===== src/rtl/sap_ctrl_pkg.sv =====
// Shared constants for the SAP-class controller/sequencer: widths, opcodes,
// control-word bit positions and one-hot T-state encodings.
package sap_ctrl_pkg;

    localparam int OP_W = 4;
    localparam int CW_W = 12;

    localparam logic [OP_W-1:0] OP_LDA = 4'b0000;
    localparam logic [OP_W-1:0] OP_ADD = 4'b0001;
    localparam logic [OP_W-1:0] OP_SUB = 4'b0010;
    localparam logic [OP_W-1:0] OP_OUT = 4'b1110;
    localparam logic [OP_W-1:0] OP_HLT = 4'b1111;

    localparam int CW_CP = 11;
    localparam int CW_EP = 10;
    localparam int CW_LM = 9;
    localparam int CW_CE = 8;
    localparam int CW_LI = 7;
    localparam int CW_EI = 6;
    localparam int CW_LA = 5;
    localparam int CW_EA = 4;
    localparam int CW_SU = 3;
    localparam int CW_EU = 2;
    localparam int CW_LB = 1;
    localparam int CW_LO = 0;

    localparam logic [5:0] T1 = 6'b000001;
    localparam logic [5:0] T2 = 6'b000010;
    localparam logic [5:0] T3 = 6'b000100;
    localparam logic [5:0] T4 = 6'b001000;
    localparam logic [5:0] T5 = 6'b010000;
    localparam logic [5:0] T6 = 6'b100000;

    typedef logic [CW_W-1:0] ctrl_word_t;

endpackage


===== src/rtl/ring_counter6.sv =====
// Six-state one-hot ring counter (T1..T6) that rotates one position per
// enabled clock and returns to T1 on asynchronous active-low reset.
module ring_counter6
    import sap_ctrl_pkg::*;
(
    input  logic       clk,
    input  logic       clr_n,
    input  logic       en,
    output logic [5:0] q
);

    logic [5:0] state_reg;
    logic [5:0] state_next;

    always_ff @(posedge clk or negedge clr_n) begin
        if (!clr_n) begin
            state_reg <= T1;
        end else begin
            state_reg <= state_next;
        end
    end

    always_comb begin
        state_next = state_reg;
        if (en) begin
            state_next = {state_reg[4:0], state_reg[5]};
        end
    end

    always_comb begin
        q = state_reg;
    end

endmodule


===== src/rtl/controller_sequencer.sv =====
// SAP-class control unit: T-state ring, opcode decode into the control word,
// and the halt latch. Define CTRL_SINGLE_STEP_EN for the manual step input.
module controller_sequencer #(
    parameter int OP_W = 4,
    parameter int CW_W = 12
) (
    input  logic            clk,
    input  logic            clr_n,
`ifdef CTRL_SINGLE_STEP_EN
    input  logic            step,
`endif
    input  logic [OP_W-1:0] opcode,
    output logic [CW_W-1:0] ctrl,
    output logic [5:0]      tstate,
    output logic            hlt
);
    import sap_ctrl_pkg::*;

    logic            adv;
    logic            ring_en;
    logic            hlt_reg;
    logic [CW_W-1:0] cw;
    logic [CW_W-1:0] cw_masked;

`ifdef CTRL_SINGLE_STEP_EN
    logic step_s1_reg;
    logic step_s2_reg;
    logic step_s3_reg;

    // Two-flop synchroniser followed by a rising-edge detector.
    always_ff @(posedge clk or negedge clr_n) begin
        if (!clr_n) begin
            step_s1_reg <= 1'b0;
            step_s2_reg <= 1'b0;
            step_s3_reg <= 1'b0;
        end else begin
            step_s1_reg <= step;
            step_s2_reg <= step_s1_reg;
            step_s3_reg <= step_s2_reg;
        end
    end

    assign adv = step_s2_reg & ~step_s3_reg;
`else
    assign adv = 1'b1;
`endif

    assign ring_en = adv & ~hlt_reg;

    ring_counter6 u_ring (
        .clk   (clk),
        .clr_n (clr_n),
        .en    (ring_en),
        .q     (tstate)
    );

    // HLT is sampled on the edge that ends T4; the ring lands on T5 and stays.
    always_ff @(posedge clk or negedge clr_n) begin
        if (!clr_n) begin
            hlt_reg <= 1'b0;
        end else if (ring_en && tstate == T4 && opcode == OP_HLT) begin
            hlt_reg <= 1'b1;
        end
    end

    assign hlt = hlt_reg;

    always_comb begin
        cw = '0;
        case (tstate)
            T1: begin
                cw[CW_EP] = 1'b1;
                cw[CW_LM] = 1'b1;
            end
            T2: cw[CW_CP] = 1'b1;
            T3: begin
                cw[CW_CE] = 1'b1;
                cw[CW_LI] = 1'b1;
            end
            T4: begin
                case (opcode)
                    OP_LDA, OP_ADD, OP_SUB: begin
                        cw[CW_EI] = 1'b1;
                        cw[CW_LM] = 1'b1;
                    end
                    OP_OUT: begin
                        cw[CW_EA] = 1'b1;
                        cw[CW_LO] = 1'b1;
                    end
                    default: ;
                endcase
            end
            T5: begin
                case (opcode)
                    OP_LDA: begin
                        cw[CW_CE] = 1'b1;
                        cw[CW_LA] = 1'b1;
                    end
                    OP_ADD, OP_SUB: begin
                        cw[CW_CE] = 1'b1;
                        cw[CW_LB] = 1'b1;
                    end
                    default: ;
                endcase
            end
            T6: begin
                case (opcode)
                    OP_ADD: begin
                        cw[CW_EU] = 1'b1;
                        cw[CW_LA] = 1'b1;
                    end
                    OP_SUB: begin
                        cw[CW_EU] = 1'b1;
                        cw[CW_LA] = 1'b1;
                        cw[CW_SU] = 1'b1;
                    end
                    default: ;
                endcase
            end
            default: ;
        endcase
    end

    // While waiting for a step, drivers stay on but nothing may be loaded twice.
    always_comb begin
        cw_masked = cw;
        if (!adv) begin
            cw_masked[CW_CP] = 1'b0;
            cw_masked[CW_LM] = 1'b0;
            cw_masked[CW_LI] = 1'b0;
            cw_masked[CW_LA] = 1'b0;
            cw_masked[CW_LB] = 1'b0;
            cw_masked[CW_LO] = 1'b0;
        end
    end

    assign ctrl = (hlt_reg || !clr_n) ? '0 : cw_masked;

endmodule


===== config.mk =====
export PLATFORM = sky130hd
export DESIGN_NAME = controller_sequencer
export DESIGN_NICKNAME = d
export VERILOG_FILES = /design/src/rtl/sap_ctrl_pkg.sv /design/src/rtl/ring_counter6.sv /design/src/rtl/controller_sequencer.sv
export SDC_FILE = /design/constraint.sdc
export NUM_CORES = 1
export LEC_CHECK = 0
export CORE_AREA = 4 4 41 43
export DETAILED_ROUTE_END_ITERATION = 8
export DIE_AREA = 0 0 45 47
export GPL_TIMING_DRIVEN = 0
export PLACE_DENSITY_LB_ADDON = 0.3
export SETUP_SLACK_MARGIN = 0.4
export SYNTH_ARGS = -nofsm -noshare
export SYNTH_HDL_FRONTEND = slang
export SYNTH_HIERARCHICAL = 1
export SYNTH_SLANG_ARGS = --single-unit

===== constraint.sdc =====
create_clock -name clk -period 1.92 [get_ports clk]
set_input_delay 0.288 -clock clk [delete_from_list [all_inputs] [get_ports clk]]
set_output_delay 0.288 -clock clk [all_outputs]
set_load 0.02 [all_outputs]

==> results_dict.tcl, run 1 <==
set metrics [dict create \
    status "complete, but fails checks" \
    failed_checks "negative setup slack" \
    ys.flop_type "dfrtp_1" \
    cts.clk_slew.worst_paths_ps 60 \
    synth_area_sq_um 536.8 \
    fin_crit_ps 1989 \
    fp.dieArea_sq_mm 0.002115 \
    synth_cell_type_count 26 \
    post_drt_via_cell_ratio 5.229 \
    gr-max-usage-layer "met2" \
    synth.avg_cell_area_sq_um 11.67 \
    hold_slack_ps 98.32 \
    globalRouteMet3Util_pct 4.215 \
    drv_cap 0 \
    cp_top_family "simple AND/OR/NAND/NOR gates" \
    pwr_density_cell_mw_per_mm2 298.8 \
    track_usage_pct 20.02 \
    ys_seq_elements 7 \
    worstPathMaxFanout 3 \
    hold_viol 0 \
    clock_latency_ps 280 \
    overflow 0 \
    hpwl_um 987.5 \
    cts.sinks 7 \
    place_area_sq_um 892.1 \
    grt_max_degree 8 \
    largest_reg_flops 6 \
    cpMaxStageDelayCell "dfrtp_2" \
    synth_fp_nets 52 \
    grt_pass1_wl_um 2960 \
    worst_r2r_path_depth 4 \
    fin_ws_ps -69.38 \
    min_period_over_period_pct 103.6 \
    initialDrtViolationCount 4 \
    numPortBuffers 24 \
    async_flop_share_pct 100.0 \
    cpPeakStageDelay_ps 430 \
    final_cell_mix "buf_4 (20), buf_6 (13), dlygate4sd2_1 (8), dfrtp_2 (6), mux2_4 (6)" \
    die_w_um 45 \
    hold_path.class "in2async" \
    final_max_slew_viol_count 0 \
    routed_wl_um 1834 \
    cp-start-kind "flip-flop" \
    cts_tree "built" \
    wl_per_cell_um 16.83 \
    final-setup-viol-count 3 \
    cts_max_level 1 \
    postLayoutCoreUtil_pct 85.19 \
    io_pins 25 \
    crit_chain "nor4b_4, buf_4, and4_4, a41o_1, buf_6" \
    cts-buffers-inserted 3 \
    slew_headroom_pct 77.60 \
    globalplace.congestion 0.7451 \
    use_met2_pct 32.49 \
    syn_to_final_growth_pct 106.5 \
    synthCells 46 \
    core_region_area_sq_mm 0.001301 \
    start_util_pct 41.25 \
    detail_route.first_pass.iterations 3 \
    antenna_found_initial 0 \
    clockBufferDepth 2 \
    met1_usage_pct 24.30 \
    seq_area_frac_synth_pct 32.87 \
    final_common_cell "buf_4" \
    worst_slew_pin_slew_ps 334.3 \
    vias 570 \
    rows 13 \
    finClkSkew_ps 4.315 \
    vdd_drop_max_uv 287.4 \
    drive_gt1_share_pct 72.34 \
    synth_edf_count 0 \
    final_cell_area_sq_mm 0.001109 \
    rsz0062_at_grt "true" \
    ant_nets 0 \
    cp.arrival_ps 1700 \
    first_global_vias 633 \
    diodes 0 \
    die_h_um 47 \
    dp_cells 85 \
    cp.depth 5 \
    path_class "reg2out" \
    pre_cts_ws_ps -898.8 \
    fmax_mhz 502.7 \
    final_cells 109 \
    yosys_warnings 6 \
    cts_root_buffer "clkbuf_4" \
    fillers 75 \
    p_leak_nw 0.5092 \
    critical_path_buf_inv_count 2 \
    remaining_drc_errors 0 \
    worstPathRequired_ps 1630 \
    critPathCaptureType "output pin" \
    layout.nets 101 \
]
metrics by stage:
| step | setup TNS (ps) | power [mW] |
|---|---|---|
| after floorplan | 0 | 0.1611 |
| after global placement | -7947 | 0.1783 |
| after detailed placement | -8452 | 0.1791 |
| after CTS | 0 | 0.3156 |
| after global routing | -801.7 | 0.3451 |
| final | -116.8 | 0.3312 |
routing by layer:
metal | vias up | wire length (um)
li1 | 273 | -
met1 | 268 | 776
met2 | 24 | 895
met3 | 5 | 106
met4 | 0 | 55
met5 | - | 0
Yosys cell counts (2+ instances only):
cell type	number	share of area (%)
and4b_1	2	3.7
dfrtp_1	6	28
inv_1	2	1.4
mux2_4	6	17
nand2_1	2	1.4
nand2b_1	2	2.3
nor2_1	3	2.1
nor3_1	3	2.8
nor4b_1	2	3.3
nor4b_2	2	5.6
area by class of cell:
type                    count  area, sq um  area share (%)
well taps                  15        18.77           1.693
multi-input cells          35        454.2           40.97
flip-flops and latches      7        183.9           16.59
inverters                   2        7.507          0.6772
repair buffers             44        399.1           36.00
plain buffers               2        18.77           1.693
clock buffers               4        26.28           2.370
path summary, 6_finish.rpt:
path	start	to	slack, ps
max	hlt	ctrl[9]	-70
min	clr_n	u_ring/q[0]	100
max reg2reg	hlt	u_ring/q[3]	690
min reg2reg	u_ring/q[3]	u_ring/q[4]	610
max in group asynchronous	clr_n	u_ring/q[1]	1060
min in group clk	opcode[1]	hlt	580
where the power goes:
part / switching, mW / internal (mW)
combinational: 0.0165 / 0.0133
clock: 0.0734 / 0.0805
sequential: 0 / 0.148
total: 0.0899 / 0.241
timing repair:
item,4_1_cts,5_1_grt
setup endpoints to repair,19,14
pin swaps,9,4
cloned,0,0
hold buffers,1,0
resized for setup,86,10
endpoints found under the hold margin,6,0
setup buffers,13,6
kinds of logic (layout without fill, tap and decap cells):
| family | Yosys count | in the layout | share of synthesized area (%) |
|---|---|---|---|
| XOR/XNOR | 1 | 1 | 1.632 |
| flip-flops | 7 | 7 | 32.87 |
| multiplexers | 6 | 6 | 16.78 |
| AO/OA/AOI/OAI | 4 | 4 | 6.759 |
| AND/OR/NAND/NOR | 24 | 24 | 37.06 |
| buffers and inverters | 4 | 52 | 4.896 |
Power figures use the tool's default switching activity.
==> inputs of run 2 (changes only) <==
CTS_BUF_LIST = sky130_fd_sc_hd__clkbuf_8 sky130_fd_sc_hd__clkbuf_16   (was unset)
==> results_dict.tcl, run 2 (synthesis gave the netlist of run 1 again) <==
set metrics [dict create \
    fillers 97 \
    cts.clk_slew.worst_paths_ps 40 \
    wl_per_cell_um 15.84 \
    clockBufferDepth 2 \
    initialDrtViolationCount 6 \
    finClkSkew_ps 2.101 \
    cts_hold_buffers 0 \
    worst_slew_pin_slew_ps 345.4 \
    final-setup-viol-count 0 \
    p_switching_mw 0.07778 \
    hold_path.class "in2async" \
    cp.arrival_ps 1590 \
    die_w_um 45 \
    fmax_mhz 533.1 \
    numPortBuffers 24 \
    swShare_pct 20.69 \
    worstPathMaxFanout 5 \
    path_class "reg2out" \
    worstPathRequired_ps 1630 \
    final_max_slew_viol_count 0 \
    post_drt_via_cell_ratio 5.371 \
    pwr_density_cell_mw_per_mm2 369.2 \
    final_cell_mix "buf_4 (11), buf_6 (11), dlygate4sd2_1 (10), mux2_4 (6), dfrtp_2 (5)" \
    vias 521 \
    io_pins 25 \
    cts_root_buffer "clkbuf_8" \
    slew_headroom_pct 76.86 \
    core_region_area_sq_mm 0.001301 \
    track_usage_pct 17.40 \
    cts.sinks 7 \
    rrSetupSlack_ps 680 \
    total_power_mw 0.3760 \
    clkPwrFrac_pct 53.2 \
    grt_pass1_wl_um 2628 \
    globalplace.congestion 0.7451 \
    rsz0062_at_grt "true" \
    clock_latency_ps 220 \
    fp.dieArea_sq_mm 0.002115 \
    die_h_um 47 \
    rows 13 \
    p_int_mw 0.2982 \
    status "finished, final reports clean" \
    start_util_pct 41.25 \
    drive_gt1_share_pct 69.51 \
    overflow 0 \
    drv_cap 0 \
    cts_max_level 1 \
    routed_wl_um 1536 \
    largest_reg_flops 6 \
    seq_power_share_pct 39.4 \
    antenna_found_initial 0 \
    grt_max_degree 11 \
    layout.nets 89 \
    min_period_over_period_pct 97.70 \
    ant_nets 0 \
    cts_tree "built" \
    power_frac_comb_pct 7.3 \
    critPathCaptureType "output pin" \
    syn_to_final_growth_pct 89.74 \
    detail_route.first_pass.iterations 4 \
    hpwl_um 987.5 \
    cp-start-kind "flip-flop" \
    vdd_drop_max_uv 386.3 \
    diodes 0 \
    remaining_drc_errors 0 \
    p_leak_nw 0.4694 \
    postLayoutCoreUtil_pct 78.27 \
    fin_crit_ps 1876 \
    hold_viol 0 \
    cts-buffers-inserted 3 \
    first_global_vias 555 \
]
## run 2: through the flow
step                std cells  TNS [ps]  hold WS, ps  setup slack [ps]  instance area [sq um]
CTS                        95    -15.98        13.96            -15.98                  998.5
global placement           85     -7947        585.2            -841.5                  892.1
detailed placement         85     -8452        580.4            -898.8                  892.1
global route               97    -64.00        16.84            -32.94                   1018
floorplan                  46         0       -7.591             167.4                  633.1
finish                     97         0        11.43             44.14                   1018
## run 2: what timing repair did
action,CTS,global route
pin swaps,6,5
setup endpoints to repair,19,13
setup buffers,6,2
resized for setup,89,3
gates cloned,0,0
## run 2: cell type report
type / count / area, sq um / area share (%)
multi-input combinational: 35 / 454.2 / 44.59
inverter: 2 / 7.507 / 0.7371
clock inverter: 1 / 3.754 / 0.3685
buffer: 2 / 18.77 / 1.843
sequential: 7 / 182.7 / 17.94
timing repair buffer: 32 / 291.5 / 28.62
tap: 15 / 18.77 / 1.843
clock buffer: 3 / 41.29 / 4.054
## run 2: routing by layer
metal / track usage, % / part of all wire (%)
met1: 23.19 / 42
met2: 27.97 / 51
met3: 3.065 / 6.4
met4: 7.018 / 0.78
met5: 0 / 0
## run 2: power by group through the flow
| stage | registers, mW | logic [mW] | clock network [mW] |
|---|---|---|---|
| after floorplan | 0.150 | 0.0109 | 0 |
| after global placement | 0.150 | 0.0281 | 0 |
| after detailed placement | 0.150 | 0.0289 | 0 |
| after CTS | 0.148 | 0.0277 | 0.204 |
| after global routing | 0.148 | 0.0302 | 0.220 |
| final | 0.148 | 0.0276 | 0.200 |
## run 2: critical path: stages, from the launching register on
cell and delay (ps):
dfrtp_2 430, buf_4 150, nor4b_2 280, and4_4 270, a41o_1 110, buf_6 120
## run 2: worst paths after layout
check,from,to,depth (start not counted)
setup / recovery,u_ring/q[1],ctrl[9],5
hold / removal,clr_n,u_ring/q[2],1
setup reg to reg,hlt,u_ring/q[5],4
hold reg to reg,u_ring/q[1],u_ring/q[1],1
max in group asynchronous,clr_n,u_ring/q[0],1
min in group clk,u_ring/q[1],u_ring/q[1],1
